`src/rtl/vec_proc_pkg.sv`:
```
// Shared definitions for the vector-processor result path: operation
// indices on the one-hot enables bus, per-operation byte counts, result
// width helpers and the result serializer state encoding.
package vec_proc_pkg;

    // Bit positions of each operation on the enables bus
    typedef enum int {
        OP_READ = 0,
        OP_SUM  = 1,
        OP_AVG  = 2,
        OP_EUC  = 3,
        OP_MAN  = 4,
        OP_DOT  = 5
    } op_idx_t;

    localparam int NUM_OPS = 6;
    localparam int SHIFT_W = 32;

    // Bytes sent on the UART for each operation's result
    localparam logic [2:0] BYTES_READ = 3'd1;
    localparam logic [2:0] BYTES_SUM  = 3'd2;
    localparam logic [2:0] BYTES_AVG  = 3'd1;
    localparam logic [2:0] BYTES_EUC  = 3'd2;
    localparam logic [2:0] BYTES_MAN  = 3'd3;
    localparam logic [2:0] BYTES_DOT  = 3'd4;

    // Manhattan distance grows by one bit per doubling of the vector length
    function automatic int man_width(input int num_elem);
        return 8 + $clog2(num_elem);
    endfunction

    // Dot product of 8-bit elements accumulates into a 16-bit base
    function automatic int dot_width(input int num_elem);
        return 16 + $clog2(num_elem);
    endfunction

    // Place an n-byte result at the top of a 32-bit word so bytes leave MSB first
    function automatic logic [31:0] msb_align(input logic [31:0] value, input logic [2:0] nbytes);
        return value << (8 * (4 - int'(nbytes)));
    endfunction

    typedef enum logic [2:0] {
        ST_IDLE,
        ST_LOAD,
        ST_WAIT_FREE,
        ST_LAUNCH,
        ST_WAIT_HI,
        ST_WAIT_LO,
        ST_DONE
    } ser_state_t;

endpackage

```
`src/rtl/result_tx_serializer_mux.sv`:
```
// result_select_mux: picks the result of the lowest set enables bit,
// zero-extends it to its byte count and MSB-aligns it in a 32-bit word.
// enables == 0 yields an empty word and a byte count of zero.
module result_select_mux
    import vec_proc_pkg::*;
#(
    parameter int MAN_W = 18,
    parameter int DOT_W = 26
) (
    input  logic [5:0]       enables,
    input  logic [7:0]       res_read,
    input  logic [8:0]       res_sum,
    input  logic [7:0]       res_avg,
    input  logic [15:0]      res_euc,
    input  logic [MAN_W-1:0] res_man,
    input  logic [DOT_W-1:0] res_dot,
    output logic [31:0]      sel_word,
    output logic [2:0]       sel_count
);

    // Priority select: lower enables bits win when more than one is set
    always_comb begin
        sel_word  = '0;
        sel_count = '0;
        if (enables[OP_READ]) begin
            sel_word  = msb_align(32'(res_read), BYTES_READ);
            sel_count = BYTES_READ;
        end else if (enables[OP_SUM]) begin
            sel_word  = msb_align(32'(res_sum), BYTES_SUM);
            sel_count = BYTES_SUM;
        end else if (enables[OP_AVG]) begin
            sel_word  = msb_align(32'(res_avg), BYTES_AVG);
            sel_count = BYTES_AVG;
        end else if (enables[OP_EUC]) begin
            sel_word  = msb_align(32'(res_euc), BYTES_EUC);
            sel_count = BYTES_EUC;
        end else if (enables[OP_MAN]) begin
            sel_word  = msb_align(32'(res_man), BYTES_MAN);
            sel_count = BYTES_MAN;
        end else if (enables[OP_DOT]) begin
            sel_word  = msb_align(32'(res_dot), BYTES_DOT);
            sel_count = BYTES_DOT;
        end
    end

endmodule

```
`src/rtl/result_tx_serializer.sv`:
```
// result_tx_serializer: snapshots the selected operation result on tx_start
// and streams it big-endian through the UART byte handshake, then pulses
// tx_sent. Optional macro TX_CHECKSUM_EN appends one XOR checksum byte
// after the result bytes.
module result_tx_serializer
    import vec_proc_pkg::*;
#(
    parameter int  NUM_ELEMENTOS = 1024,
    parameter int  BYTE_W        = 8,     // UART payload width, must stay 8
    localparam int MAN_W         = man_width(NUM_ELEMENTOS),
    localparam int DOT_W         = dot_width(NUM_ELEMENTOS)
) (
    input  logic              clk,
    input  logic              reset,
    input  logic              tx_start,
    input  logic [5:0]        enables,
    input  logic [7:0]        res_read,
    input  logic [8:0]        res_sum,
    input  logic [7:0]        res_avg,
    input  logic [15:0]       res_euc,
    input  logic [MAN_W-1:0]  res_man,
    input  logic [DOT_W-1:0]  res_dot,
    input  logic              uart_tx_busy,
    output logic [BYTE_W-1:0] uart_tx_data,
    output logic              uart_tx_start,
    output logic              tx_sent,
    output logic              ser_busy
);

    ser_state_t  state_reg, state_next;
    logic [31:0] shift_reg;
    logic [2:0]  count_reg;
    logic [7:0]  data_reg;
    logic [31:0] sel_word;
    logic [2:0]  sel_count;
`ifdef TX_CHECKSUM_EN
    logic [7:0]  chk_reg;
`endif

    result_select_mux #(
        .MAN_W(MAN_W),
        .DOT_W(DOT_W)
    ) u_mux (
        .enables  (enables),
        .res_read (res_read),
        .res_sum  (res_sum),
        .res_avg  (res_avg),
        .res_euc  (res_euc),
        .res_man  (res_man),
        .res_dot  (res_dot),
        .sel_word (sel_word),
        .sel_count(sel_count)
    );

    // State register
    always_ff @(posedge clk or negedge reset) begin
        if (!reset) state_reg <= ST_IDLE;
        else        state_reg <= state_next;
    end

    // Next-state logic; an empty request (count 0) skips the byte loop
    always_comb begin
        state_next = state_reg;
        case (state_reg)
            ST_IDLE:      if (tx_start) state_next = ST_LOAD;
            ST_LOAD:      state_next = (count_reg == 3'd0) ? ST_DONE : ST_WAIT_FREE;
            ST_WAIT_FREE: if (!uart_tx_busy) state_next = ST_LAUNCH;
            ST_LAUNCH:    state_next = ST_WAIT_HI;
            ST_WAIT_HI:   if (uart_tx_busy) state_next = ST_WAIT_LO;
            ST_WAIT_LO:   if (!uart_tx_busy) state_next = (count_reg == 3'd1) ? ST_DONE : ST_WAIT_FREE;
            ST_DONE:      state_next = ST_IDLE;
            default:      state_next = ST_IDLE;
        endcase
    end

    // Status and handshake outputs decoded from the state
    always_comb begin
        uart_tx_start = (state_reg == ST_LAUNCH);
        tx_sent       = (state_reg == ST_DONE);
        ser_busy      = (state_reg != ST_IDLE);
    end

    assign uart_tx_data = BYTE_W'(data_reg);

    // Snapshot, byte output register and shifting; the output byte is
    // captured on entry to LAUNCH so it holds until the next launch
    always_ff @(posedge clk or negedge reset) begin
        if (!reset) begin
            shift_reg <= '0;
            count_reg <= '0;
            data_reg  <= '0;
`ifdef TX_CHECKSUM_EN
            chk_reg   <= '0;
`endif
        end else begin
            case (state_reg)
                ST_IDLE: begin
                    if (tx_start) begin
                        shift_reg <= sel_word;
`ifdef TX_CHECKSUM_EN
                        count_reg <= sel_count + 3'd1;
                        chk_reg   <= '0;
`else
                        count_reg <= sel_count;
`endif
                    end
                end
                ST_WAIT_FREE: begin
                    if (!uart_tx_busy) begin
                        data_reg <= shift_reg[31:24];
`ifdef TX_CHECKSUM_EN
                        chk_reg  <= chk_reg ^ shift_reg[31:24];
`endif
                    end
                end
                ST_WAIT_LO: begin
                    if (!uart_tx_busy) begin
                        count_reg <= count_reg - 3'd1;
`ifdef TX_CHECKSUM_EN
                        // Last result byte just left: queue the checksum next
                        if (count_reg == 3'd2) shift_reg <= {chk_reg, 24'h0};
                        else                   shift_reg <= shift_reg << 8;
`else
                        shift_reg <= shift_reg << 8;
`endif
                    end
                end
                default: ;
            endcase
        end
    end

endmodule
```
`config.mk`:
```
export PLATFORM = sky130hd
export DESIGN_NAME = result_tx_serializer
export DESIGN_NICKNAME = d
export VERILOG_FILES = /design/src/rtl/vec_proc_pkg.sv /design/src/rtl/result_tx_serializer_mux.sv /design/src/rtl/result_tx_serializer.sv
export SDC_FILE = /design/constraint.sdc
export NUM_CORES = 1
export LEC_CHECK = 0
export CORE_MARGIN = 8
export CORE_UTILIZATION = 40
export DETAILED_ROUTE_END_ITERATION = 7
export PLACE_DENSITY = 0.77
export SLEW_MARGIN = 20
export SYNTH_ARGS = -nofsm -noshare
export SYNTH_HDL_FRONTEND = slang
export SYNTH_SLANG_ARGS = --single-unit
export TNS_END_PERCENT = 1
```
`constraint.sdc`:
```
create_clock -name clk -period 1.4 [get_ports clk]
set_input_delay 0.35 -clock clk [delete_from_list [all_inputs] [get_ports clk]]
set_output_delay 0.35 -clock clk [all_outputs]
set_load 0.05 [all_outputs]
```
[Yosys cells after proc, flatten, opt, wreduce, memory -nomap -nowiden]
Index checks and enable logic that the tools add are counted.
Operators by class
  add/sub/neg operators: 1
  eq/ne operators: 11
  muxes and demuxes: 25
  bitwise logic cells: 1
  reductions and logical operators: 7
Operators with widths (number)
  two-way mux 32 bit: 7
  case mux 32 bit (2 select lines): 1
  two-way mux 3 bit: 14
  two-way mux 26 bit: 1
  case mux 3 bit (6 select lines): 1
  equality test 3 bit, second input constant: 3
  inequality test 2 bit, second input constant: 4
  equality test 3 x 1 -> 1 bit, second input constant: 2
  equality test 3 x 2 -> 1 bit, second input constant: 2
  zero test 3 bit: 2
  case mux 3 bit (2 select lines): 1
  AND reduction 4 bit: 1
  AND reduction 3 bit: 1
  nonzero test 3 bit: 1
  subtractor 3 x 1 -> 3 bit, second input constant: 1
  AND reduction 2 bit: 1
  nonzero test 2 bit: 1
  inverter 1 bit: 1
Word-level totals
  bits in registers: 46
  input bits: 95
  output and inout bits: 11
  word-level logic and storage cells: 49

[Longest topological paths before layout]
  depth after elaboration: 8
  depth in mapped cells: 7
  mapped depth without buffers: 5

[Cells and area by module]
A second synthesis with hierarchy kept.
Unflattened totals
  cell total of the unflattened synthesis: 314
  area, all modules: 2845.2 um2
Modules (own cells, without submodules)
  result_tx_serializer: times used 1, cells an instance 209, area each 2187.1 um2, seq. area each 1151.1 um2
  result_select_mux: times used 1, cells an instance 105, area each 658.1 um2, seq. area each 0.0 um2

[Least setup slack after synthesis]
Ideal clock, no wire load.
  kind: register to output
  start: reg state_reg[0]
  end: out uart_tx_start
  data arrival time: 1236 ps
  required time: 1050 ps
  setup slack: -186 ps
  stages on the path, launching flop included: 4
  buffers on the path: 1
  cells stage by stage: dfrtp_1 -> buf_2 -> nand2_1 -> nor2_1
On the way
  cells in the longest elaborated chain, start to end: 1
Ends and longest elaborated chain
  start, declared: RTL line result_tx_serializer.sv:30  | ser_state_t state_reg, state_next;
  start signal, assigned: RTL line result_tx_serializer.sv:58  | else state_reg <= state_next;
  equality test 3 x 2 -> 1 bit: RTL line result_tx_serializer.sv:78  | uart_tx_start = (state_reg == ST_LAUNCH);
  end, declared: RTL line result_tx_serializer.sv:25  | output logic uart_tx_start,
Every way passes these cells.

[Final worst setup path]
  start: reg state_reg[2]
  end: out ser_busy
On the way
  cells in the longest elaborated chain, start to end: 1
Ends and longest elaborated chain
  nonzero test 3 bit: RTL line result_tx_serializer.sv:80  | ser_busy = (state_reg != ST_IDLE);
  end, declared: RTL line result_tx_serializer.sv:27  | output logic ser_busy
Every way passes these cells.

==> impl_metrics.toml <==
[yosys]
synth_cell_types = 49
syn-num-nets = 390
ys_seq_elements = 46
synth.avg_cell_area_um2 = 9.410
synth.cell_area_um2 = 2748
synthCells = 292
ys_async_sr_fraction_pct = 100.0
synth-xor-area-share_pct = 0.3188
synthFlopType = "dfrtp_1"
synth_compound_area_share_pct = 24.95
synth_top_family_by_area = "compound AO/OA/AOI/OAI gates"
yosysSeqAreaShare_pct = 41.89
synth_mux_area_share_pct = 4.007
yosys.area_share.simple_pct = 21.58
synth_edf_count = 0
synth_fa_ha_area_share_pct = 1.366
ys_warn_count = 0

[timing]
rsz0062_at_grt = "yes"
post-route-min-period_ns = 1.739
slew_headroom_pct = 77.59
finalSetupViolCount = 46
worst_hold_slack_ns = 0.4843
final_min_period_over_clock_period_pct = 124.2
slew_viol_final = 0
setup_slack_ns = -0.3385
fmax_mhz = 575.2
finalHoldViolations = 0
tightest_slew_ns = 0.3361
clock-skew-final_ns = 0.01372

[hold_path]
hold_path.class = "in -> async"

[worst_setup_path]
critPathLaunchType = "flip-flop"
r2r_slack_ns = -0.30
critical_path_arrival_ns = 1.39
crit_type = "reg -> out"
crit_chain = "buf_4 > or3_1 > buf_6"
crit_required_ns = 1.05
path_max_fanout = 3
cp-end-kind = "output port"
reg2reg_from = "state_reg[2]$_DFFE_PN0P_"
reg2reg_depth = 8
cp_slowest_stage_delay_ns = 0.40
cp_top_family = "flip-flops"
cp_slowest_cell = "dfrtp_1"
r2r-end = "shift_reg[22]$_DFFE_PN0P_"
path_buf_inv = 2

[pwr]
switching_share_pct = 37.02
combPwrFrac_pct = 53.8
p_per_area_nw_per_um2 = 1480
power.switching_mw = 2.522
leakagePower_nw = 1.873
power.internal_mw = 4.290
ir_worst_vdd_mv = 0.4959
p_clk_share_pct = 14.5
p_seq_share_pct = 31.6

[drt]
wl_met1_um = 3749
route.detailed.drc = 0
routed-wl-met3_um = 810
num_vias = 2833
route.met2.wl_um = 4511
drt_iter0_markers = 136
top_layer = "met4"
vias_per_cell = 5.610
ant_nets = 0
routed_wl_um = 9143
wl_per_cell_um = 18.10
dr.pass1.iters = 4

[cts]
worstSkewPairLatency_ns = 0.30
clkSinkCount = 46
cts_buffer_depth = 2
cts_max_level = 2
cts-root-buf = "clkbuf_8"
cts_buffers = 5
path_clk_slew_ns = 0.09
cts_tree = "yes"

[global_routing]
grt_pass1_wl_um = 14630
grt_pass1_vias = 2964
grt_start_max_net_pins = 33
grt_usage_pct = 18.34
antenna_found_initial = 0
overflow = 0

[layout]
final_nets = 522
final_cells = 505
finalInstanceArea_um2 = 4603
antenna_cells = 0
area_delta_synth_final_pct = 67.53
layout-drive-gt1-share_pct = 25.41
n_fill_cell = 501
largest_reg_flops = 32

[run_status]
violations = "setup timing"
status = "finished, violations left"

[floorplanning]
ios = 106
die_y_um = 98.88
dieArea_um2 = 9777
core_area_um2 = 6719
fp-row-count = 30
start_util_pct = 40.89
die_width_um = 98.88

[placed_design]
placed_cells = 493
portBuffers = 105
gp_congestion = 0.8388
post_dp_cell_area_um2 = 4242
dp.final_hpwl_um = 6985

[flow_run]
drv_cap = 0
cell type report:
type	instances	area [um2]	area share [%]
Tap cell	80	100.1	2.175
Sequential cell	46	1154	25.06
Timing Repair Buffer	151	1610	34.98
Clock buffer	6	72.57	1.577
Multi-Input combinational cell	215	1610	34.98
Clock inverter	2	37.54	0.8154
Inverter	5	18.77	0.4077
cell usage after synthesis, types with 3 or more instances:
library cell  number  area share (%)
o21ai_0           10             1.8
nor2_1            14             1.9
mux2_2             8             3.3
o21a_1             4             1.1
a221o_1           13             4.7
a211oi_1           7             1.9
nand3_1           19             3.5
nor2b_1            3            0.68
o21ai_1            7             1.3
nand4_1            6             1.4
buf_6              3             1.2
a22o_1             8             2.6
a21oi_1           15             2.7
ha_1               3             1.4
inv_1              5            0.68
nand3b_1           7             1.9
nand2_1           37             5.1
a41oi_1            8             2.6
nand2b_1          11             2.5
dfrtp_1           46              42
clkbuf_1           7            0.96
buf_2             12             2.2
o211ai_1           5             1.4
a22oi_1            4             1.1
cells by family after synthesis:
logic type | Yosys count
and+or+nand+nor | 108
adders and majority gates | 3
muxes | 10
buffers and inverters | 31
DFF | 46
AOI/OAI and AO/OA | 93
xor gates and xnor gates | 1
metrics by stage:
step,utilization (%),TNS [ns],power [mW],setup WS (ns)
after floorplan,-,-3.302,3.919,-0.1457
after global placement,63.13,-18.62,5.312,-0.5603
after detailed placement,63.13,-19.87,5.430,-0.6052
after CTS,66.00,-9.843,6.558,-0.3263
after global routing,68.51,-11.45,7.204,-0.3724
final,68.51,-8.745,6.812,-0.3385
power by group through the flow:
stage	Clock [mW]	Combinational, mW	Sequential, mW
finish	0.990	3.67	2.15
global route	1.06	3.94	2.21
CTS	1.01	3.42	2.13
detailed placement	0	3.24	2.19
global placement	0	3.15	2.16
floorplan	0	1.57	2.35
timing repair:
item                                    in CTS  in global routing
endpoints found under the setup margin      46                 46
pin swaps                                    3                 19
gates resized for setup                     11                 41
endpoints found under the hold margin       11                  0
buffers inserted                             3                  0
hold buffers                                 1                  0
worst reg2reg max path, delay by kind of cell, from the launching register on:
kind | cells | cell delay (ns)
compound gates | 1 | 0.18
buf+inv | 4 | 0.53
flops | 1 | 0.40
simple gates | 3 | 0.50
layout by cell type (no fill, tap or decap), drive strengths merged, types with 7 or more instances in the layout:
cell type	netlist	layout
a211oi	7	7
a21oi	15	15
a221o	13	13
a22o	8	8
a41oi	8	8
buf	19	57
clkdlybuf4s50	0	92
dfrtp	46	46
mux2	8	8
nand2	37	37
nand2b	11	11
nand3	19	19
nand3b	8	8
nor2	15	15
o21ai	17	17
metal layers:
layer | vias up | global-route usage, %
li1 | 1354 | -
met1 | 1354 | 22.85
met2 | 115 | 30.61
met3 | 10 | 5.426
met4 | 0 | 3.542
met5 | - | 0
worst max-delay path by stage:
stage                                   from                         to  slack [ns]  cells past startpoint
floorplan           state_reg[2]$_DFFE_PN0P_  shift_reg[10]$_DFFE_PN0P_       -0.15                      5
CTS                 state_reg[2]$_DFFE_PN0P_                   ser_busy       -0.33                      3
finish              state_reg[2]$_DFFE_PN0P_                   ser_busy       -0.34                      3
global placement                uart_tx_busy  shift_reg[10]$_DFFE_PN0P_       -0.56                      6
detailed placement              uart_tx_busy  shift_reg[10]$_DFFE_PN0P_       -0.61                      6
global route        state_reg[2]$_DFFE_PN0P_  shift_reg[23]$_DFFE_PN0P_       -0.37                      8
No activity file was read; power rests on OpenSTA's default activity.
